[src/rtl/kernel_buffer.sv]
// Double-buffered 3x3 kernel weight store: a 10-word stream fills a shadow bank,
// which is promoted to the active bank when the downstream sweep finishes a column cycle.
module kernel_buffer #(
  parameter int DATA_WIDTH = 16
) (
  input  logic                  clk,
  input  logic                  rstn,
  input  logic [DATA_WIDTH-1:0] s_data,
  input  logic                  s_valid,
  input  logic                  s_last,
  output logic                  s_ready,
  input  logic                  step,
  output logic [DATA_WIDTH-1:0] K1,
  output logic [DATA_WIDTH-1:0] K2,
  output logic [DATA_WIDTH-1:0] K3,
  output logic [DATA_WIDTH-1:0] K4,
  output logic [DATA_WIDTH-1:0] K5,
  output logic [DATA_WIDTH-1:0] K6,
  output logic [DATA_WIDTH-1:0] K7,
  output logic [DATA_WIDTH-1:0] K8,
  output logic [DATA_WIDTH-1:0] K9,
  output logic [DATA_WIDTH-1:0] bias,
  output logic [1:0]            sel,
  output logic                  kernel_valid,
  output logic                  err
);
  localparam int NW = 10;

  typedef enum logic {ST_LOAD = 1'b0, ST_FULL = 1'b1} state_t;

  state_t                         r_state;
  state_t                         w_state_nxt;
  logic [3:0]                     r_idx;
  logic [NW-1:0][DATA_WIDTH-1:0]  r_shadow;
  logic [NW-1:0][DATA_WIDTH-1:0]  r_active;
  logic                           r_s_ready;
  logic                           r_kv;
  logic                           r_err;
  logic [1:0]                     r_sel;

  logic w_xfer;
  logic w_last_idx;
  logic w_swap;
  logic w_ready_nxt;
  logic w_frame_err;

  assign w_xfer     = s_valid & r_s_ready;
  assign w_last_idx = (r_idx == 4'd9);
  // Promote immediately when nothing is active, otherwise only at the end of a sel sweep.
  assign w_swap     = (r_state == ST_FULL) & (~r_kv | (step & (r_sel == 2'd3)));

  always_ff @(posedge clk or negedge rstn) begin
    if (!rstn) r_state <= ST_LOAD;
    else       r_state <= w_state_nxt;
  end

  always_comb begin
    w_state_nxt = r_state;
    case (r_state)
      ST_LOAD: if (w_xfer && w_last_idx) w_state_nxt = ST_FULL;
      ST_FULL: if (w_swap)               w_state_nxt = ST_LOAD;
      default:                           w_state_nxt = ST_LOAD;
    endcase
  end

  always_comb begin
    w_ready_nxt = (w_state_nxt == ST_LOAD);
    w_frame_err = w_xfer & (s_last ^ w_last_idx);
  end

  always_ff @(posedge clk or negedge rstn) begin
    if (!rstn) begin
      r_s_ready <= 1'b0;
      r_idx     <= 4'd0;
      r_err     <= 1'b0;
    end else begin
      r_s_ready <= w_ready_nxt;
      if (w_xfer) begin
        if (w_last_idx || s_last) r_idx <= 4'd0;
        else                      r_idx <= r_idx + 4'd1;
      end
      if (w_frame_err) r_err <= 1'b1;
    end
  end

  genvar gi;
  generate
    for (gi = 0; gi < NW; gi++) begin : g_shadow
      always_ff @(posedge clk or negedge rstn) begin
        if (!rstn)                              r_shadow[gi] <= '0;
        else if (w_xfer && (r_idx == 4'(gi)))   r_shadow[gi] <= s_data;
      end
    end
  endgenerate

  always_ff @(posedge clk or negedge rstn) begin
    if (!rstn) begin
      r_active <= '0;
      r_kv     <= 1'b0;
      r_sel    <= 2'd0;
    end else begin
      if (w_swap) begin
        r_active <= r_shadow;
        r_kv     <= 1'b1;
        r_sel    <= 2'd0;
      end else if (step && r_kv) begin
        r_sel    <= r_sel + 2'd1;
      end
    end
  end

  assign s_ready      = r_s_ready;
  assign kernel_valid = r_kv;
  assign sel          = r_sel;
  assign err          = r_err;
  assign K1   = r_active[0];
  assign K2   = r_active[1];
  assign K3   = r_active[2];
  assign K4   = r_active[3];
  assign K5   = r_active[4];
  assign K6   = r_active[5];
  assign K7   = r_active[6];
  assign K8   = r_active[7];
  assign K9   = r_active[8];
  assign bias = r_active[9];
endmodule
[config.mk]
export PLATFORM = sky130hd
export DESIGN_NAME = kernel_buffer
export DESIGN_NICKNAME = d
export VERILOG_FILES = /design/src/rtl/kernel_buffer.sv
export SDC_FILE = /design/constraint.sdc
export NUM_CORES = 1
export LEC_CHECK = 0
export CAP_MARGIN = 30
export CORE_MARGIN = 3
export CORE_UTILIZATION = 25
export CTS_CLUSTER_SIZE = 8
export DETAILED_ROUTE_END_ITERATION = 10
export PLACE_DENSITY = 0.54
export SKIP_CTS_REPAIR_TIMING = 1
export SLEW_MARGIN = 20
export SYNTH_ARGS = -nofsm -noshare
export SYNTH_HDL_FRONTEND = slang
export SYNTH_SLANG_ARGS = --single-unit
[constraint.sdc]
create_clock -name clk -period 2.5 [get_ports clk]
set_input_delay 0.5 -clock clk [delete_from_list [all_inputs] [get_ports clk]]
set_output_delay 0.5 -clock clk [all_outputs]
set_load 0.005 [all_outputs]
=== Word level (Yosys, flattened, before mapping) ===
Index checks and enable logic that the tools add are counted.

* Flip-flop bits (word level): 330
* Logic and storage cells: 67
* Output and inout port bits: 165
* Bits of input ports: 21

* Reductions and logical operators: 14
* Equality and inequality tests: 10
* Bitwise gates (word level): 9
* Muxes and demuxes: 6
* Add/subtract/negate cells: 2

{| class="wikitable"
|+ Operators by type and width
! kind !! count
|-
| == test 4 x 3 -> 1 bit, second input constant || 4
|-
| logical AND 1 bit || 11
|-
| == test 4 x 2 -> 1 bit, second input constant || 2
|-
| == test 4 bit, second input constant || 2
|-
| adder 4 x 1 -> 4 bit, second input constant || 1
|-
| AND 1 bit || 4
|-
| == test 4 x 1 -> 1 bit, second input constant || 1
|-
| zero test 4 bit || 1
|-
| 2-to-1 mux 2 bit || 2
|-
| 2-to-1 mux 4 bit || 1
|-
| NOT 1 bit || 3
|-
| adder 2 x 1 -> 2 bit, second input constant || 1
|-
| == test 2 bit, second input constant || 1
|-
| 2-to-1 mux 1 bit || 2
|-
| case mux 1 bit (2 select lines) || 1
|-
| nonzero test 2 bit || 1
|-
| logical OR 1 bit || 1
|-
| bitwise OR 1 bit || 1
|-
| bitwise XOR 1 bit || 1
|}

=== Depth between registers and ports, before layout ===
* Word-level depth: 7
* Gate-level depth with buffers: 7
* Mapped depth without buffers: 7

=== Least setup slack after synthesis ===
Ideal clock, no wire load.

* Kind: register to register
* Start point: register r_sel[0] (netlist: sel[0])
* End point: register r_active (netlist bit K1[0])
* Period minus slack after synthesis: 1.764 ns
* Setup slack: 0.736 ns
* Data arrival time: 1.640 ns
* Buffers on the path: 2
* Required time: 2.375 ns
* Cell stages (with the launch flop): 7
* Cells stage by stage: dfrtp_1 > ha_1 > a21bo_2 > nand2_1 > buf_4 > buf_4 > mux2_2

* Word-level cells in the longest chain between the ends: 4

{| class="wikitable"
|+ Ends and longest elaborated chain
! item !! line !! text
|-
| start, declared || 39 || <nowiki>logic [1:0] r_sel;</nowiki>
|-
| start signal, assigned || 107 || <nowiki>r_sel <= r_sel + 2'd1;</nowiki>
|-
| == test 2 bit || 50 || <nowiki>assign w_swap = (r_state == ST_FULL) & (~r_kv | (step & (r_sel == 2'd3)));</nowiki>
|-
| AND 1 bit || 50 ||
|-
| bitwise OR 1 bit || 50 ||
|-
| AND 1 bit || 50 ||
|-
| end signal, assigned || 103 || <nowiki>r_active <= r_shadow;</nowiki>
|-
| end, declared || 35 || <nowiki>logic [NW-1:0][DATA_WIDTH-1:0] r_active;</nowiki>
|}

Every way passes these cells.
A chain may end at the register's enable or synchronous reset.

=== Worst setup path in the final report ===
* Start point: register r_s_ready (netlist: s_ready)
* End point: output s_ready

{| class="wikitable"
|+ RTL lines
! item !! line !! text
|-
| start, declared || 36 || <nowiki>logic r_s_ready;</nowiki>
|-
| start signal, assigned || 77 || <nowiki>r_s_ready <= w_ready_nxt;</nowiki>
|-
| end, declared || 11 || <nowiki>output logic s_ready,</nowiki>
|}

No word-level cell between the ends.

==> reports/qor.txt <==
CP delay by family, top: buffers and inverters
CP endpoint kind: output port
DP Wirelength: 20500 um
Setup TNS: 0 ns
Post-layout min period: 2.018 ns
Max stage delay on crit path: 0.54 ns
Slew headroom: 0.4931
Synth Instances: 750
Total track usage: 0.1182
Synth Area in XOR/XNOR: 0
Initial DRC count: 210
Largest net degree at the start of global routing: 59
Worst r2r src: sel[0]$_DFFE_PN0P_
Status: complete, no violations
Setup violations, final: 0
Post-synth cell types: 31
Worst Path Required: 2.00 ns
First-pass GRT wire length: 47970 um
TritonCTS Buffers: 48
Crit path max fanout: 3
Site row count: 82
Mapped Area: 0.01276 sq mm
Mux cell area share after synthesis: 0.2923
Final Hold Vio Count: 0
Synth Area in Compound Gates: 0.007057
CTS Sinks: 330
#FFs+latches synth: 330
Synth-to-Final Area Change: 31.79%
Sequential area share after synthesis: 0.6469
HP Start: err$_DFFE_PN0P_
Vias: 6888
DR DRC count: 0
Synth Warn #: 0
Largest area contributor in the netlist: dfrtp_1
Hold path depth: 1
TritonCTS clock tree: done
Antenna Violating Nets Remaining: 0
Height of the die: 232.0 um
H-tree depth: 2
Overflow after GRT: 0
Fin nets: 994
Largest cells by area after synthesis: dfrtp_1 (65%), mux2_2 (26%), mux2_4 (3.6%)
Pleak: 7.771 nW
Register clock-pin slew on the reported worst setup and hold paths: 0.05 ns
Clock latency on the worst-skew pair: 0.57 ns
DRT Wirelength: 31250 um
Dpl ws: 0.1769 ns
Syn Nets: 777
CTS Buffer Depth: 3
Setup Skew: 0.02864 ns
Buf/Inv on CP: 1
GP Congestion: 0.6939
Core Area: 0.05027 sq mm
Crit Path Class: register to output port
Io pins: 186
Layout cells sized above 1: 0.4312
RSZ-0062 raised after global routing: no
Port Buffer Count: 185
Critical path startpoint: s_ready$_DFF_PN0_
Worst reg-to-reg path cell count: 5
Die Area: 0.05381 sq mm
Commonest cells after routing, fill and taps aside: dfrtp_1 (330), mux2_2 (290), clkdlybuf4s50_1 (184), clkbuf_16 (48), mux2_4 (31)
Hold Crit Endpoint: err$_DFFE_PN0P_
Final worst setup slack: 0.4820 ns
Hold crit path type: register to register
Worst path slowest cell: clkdlybuf4s50_1
WL per Instance: 18.98 um
Via density per instance: 4.185
Clk root buf: clkbuf_16
Average cell area after synthesis: 17.02 sq um
P per Cell Area: 1158 mW/mm^2
CP arrival: 1.52 ns
Detailed Routing Iterations Pass 1: 4
CP Cell Sequence: clkdlybuf4s50_1
Max Slew Vio Count: 0
Commonest non-fill, non-tap cell in the layout: dfrtp_1
Worst IR Drop VDD: 0.6113 mV
Synth top area share: 0.6469
CP startpoint kind: register
F_max: 495.5 MHz
Max_cap viols: 0
Reg-to-reg endpoint: K2[10]$_DFFE_PN0P_
Post-synthesis simple-gate area fraction: 0.01960
Initial Util: 0.2539
Initial antenna violation count: 0
Vias in the first global route: 7553
Die W: 232.0 um
Synth Area in Adders: 0.005881
ANT cells: 0
Period utilisation layout: 0.8072
Worst-margin pin slew: 0.7580 ns
Flop-to-flop setup slack: 0.59 ns
Main combinational cell family by area after synthesis: multiplexers
==> routing by layer <==
metal	global-route usage	vias up	wire length [um]
met5	0	-	0
met4	0.03195	0	640
met2	0.1942	153	14770
li1	-	3071	-
met3	0.03251	47	1634
met1	0.1536	3617	14210
==> cell type report <==
type / count / area, sq um
clock buffers: 52 / 1236
clock inverters: 5 / 108.9
fillers: 4897 / 33450
inverters: 4 / 15.01
multi-input cells: 368 / 4154
flip-flops and latches: 330 / 8258
well taps: 672 / 840.8
repair buffers: 215 / 2210
==> synth_stat cells <==
cell and instances:
nand2_1 7, and2b_4 1, a21oi_1 1, a21o_1 1
nand3_1 4, o21a_1 1, o311ai_0 1, buf_4 9
ha_1 6, clkbuf_4 1, a21bo_2 1, and3_4 1
mux2_4 31, buf_6 8, buf_12 2, buf_8 2
nand3_4 7, and2_1 1, a31o_2 1, o21ai_0 5
nor2_4 1, inv_1 4, dfrtp_1 330, buf_1 16
mux2_2 290, nor2b_4 1, and3_1 2, nor2_1 1
a22o_1 2, buf_2 10, nor2b_1 2
==> metrics by stage <==
stage / cells / util / total power [mW] / instance area, sq um / hold slack (ns)
global route: 1646 / 0.3346 / 20.62 / 16820 / 0.4991
finish: 1646 / 0.3346 / 19.48 / 16820 / 0.4739
detailed placement: 1588 / 0.3077 / 13.76 / 15470 / 0.4649
CTS: 1645 / 0.3344 / 19.88 / 16810 / -0.1158
floorplan: 750 / - / 10.93 / 12760 / 0.2044
global placement: 1588 / 0.3077 / 13.63 / 15470 / 0.4476
==> how the worst max path moves through the flow <==
stage | to | slack [ns] | cells after the start
4_1_cts | s_ready | 0.42 | 1
2_1_floorplan | K1[0]$_DFFE_PN0P_ | 0.74 | 6
3_3_place_gp | r_shadow[140]$_DFFE_PN0P_ | 0.18 | 5
3_5_place_dp | r_shadow[39]$_DFFE_PN0P_ | 0.18 | 5
6_report | s_ready | 0.48 | 1
5_1_grt | s_ready | 0.41 | 1
==> sequential cells by signal, summed over array words and instances (netlist names), 2 cells and up <==
register and cells:
K6 16, K1 16, K3 16, K9 16
K5 16, r_shadow 160, K2 16, K4 16
K8 16, r_idx 4, sel 2, K7 16
bias 16
==> cell families (layout without fill, tap and decap cells) <==
logic type | after synthesis | after routing
flops | 330 | 330
mux | 321 | 321
buf+inv | 52 | 276
simple gates | 28 | 28
compound gates | 13 | 13
fa+ha+maj | 6 | 6
==> where the power goes <==
group          internal, mW  switching (mW)  total (mW)
registers              7.33            1.14        8.48
clock network          3.66            2.27        5.93
logic                  3.44            1.64        5.08
(Power assumes the default switching activity.)
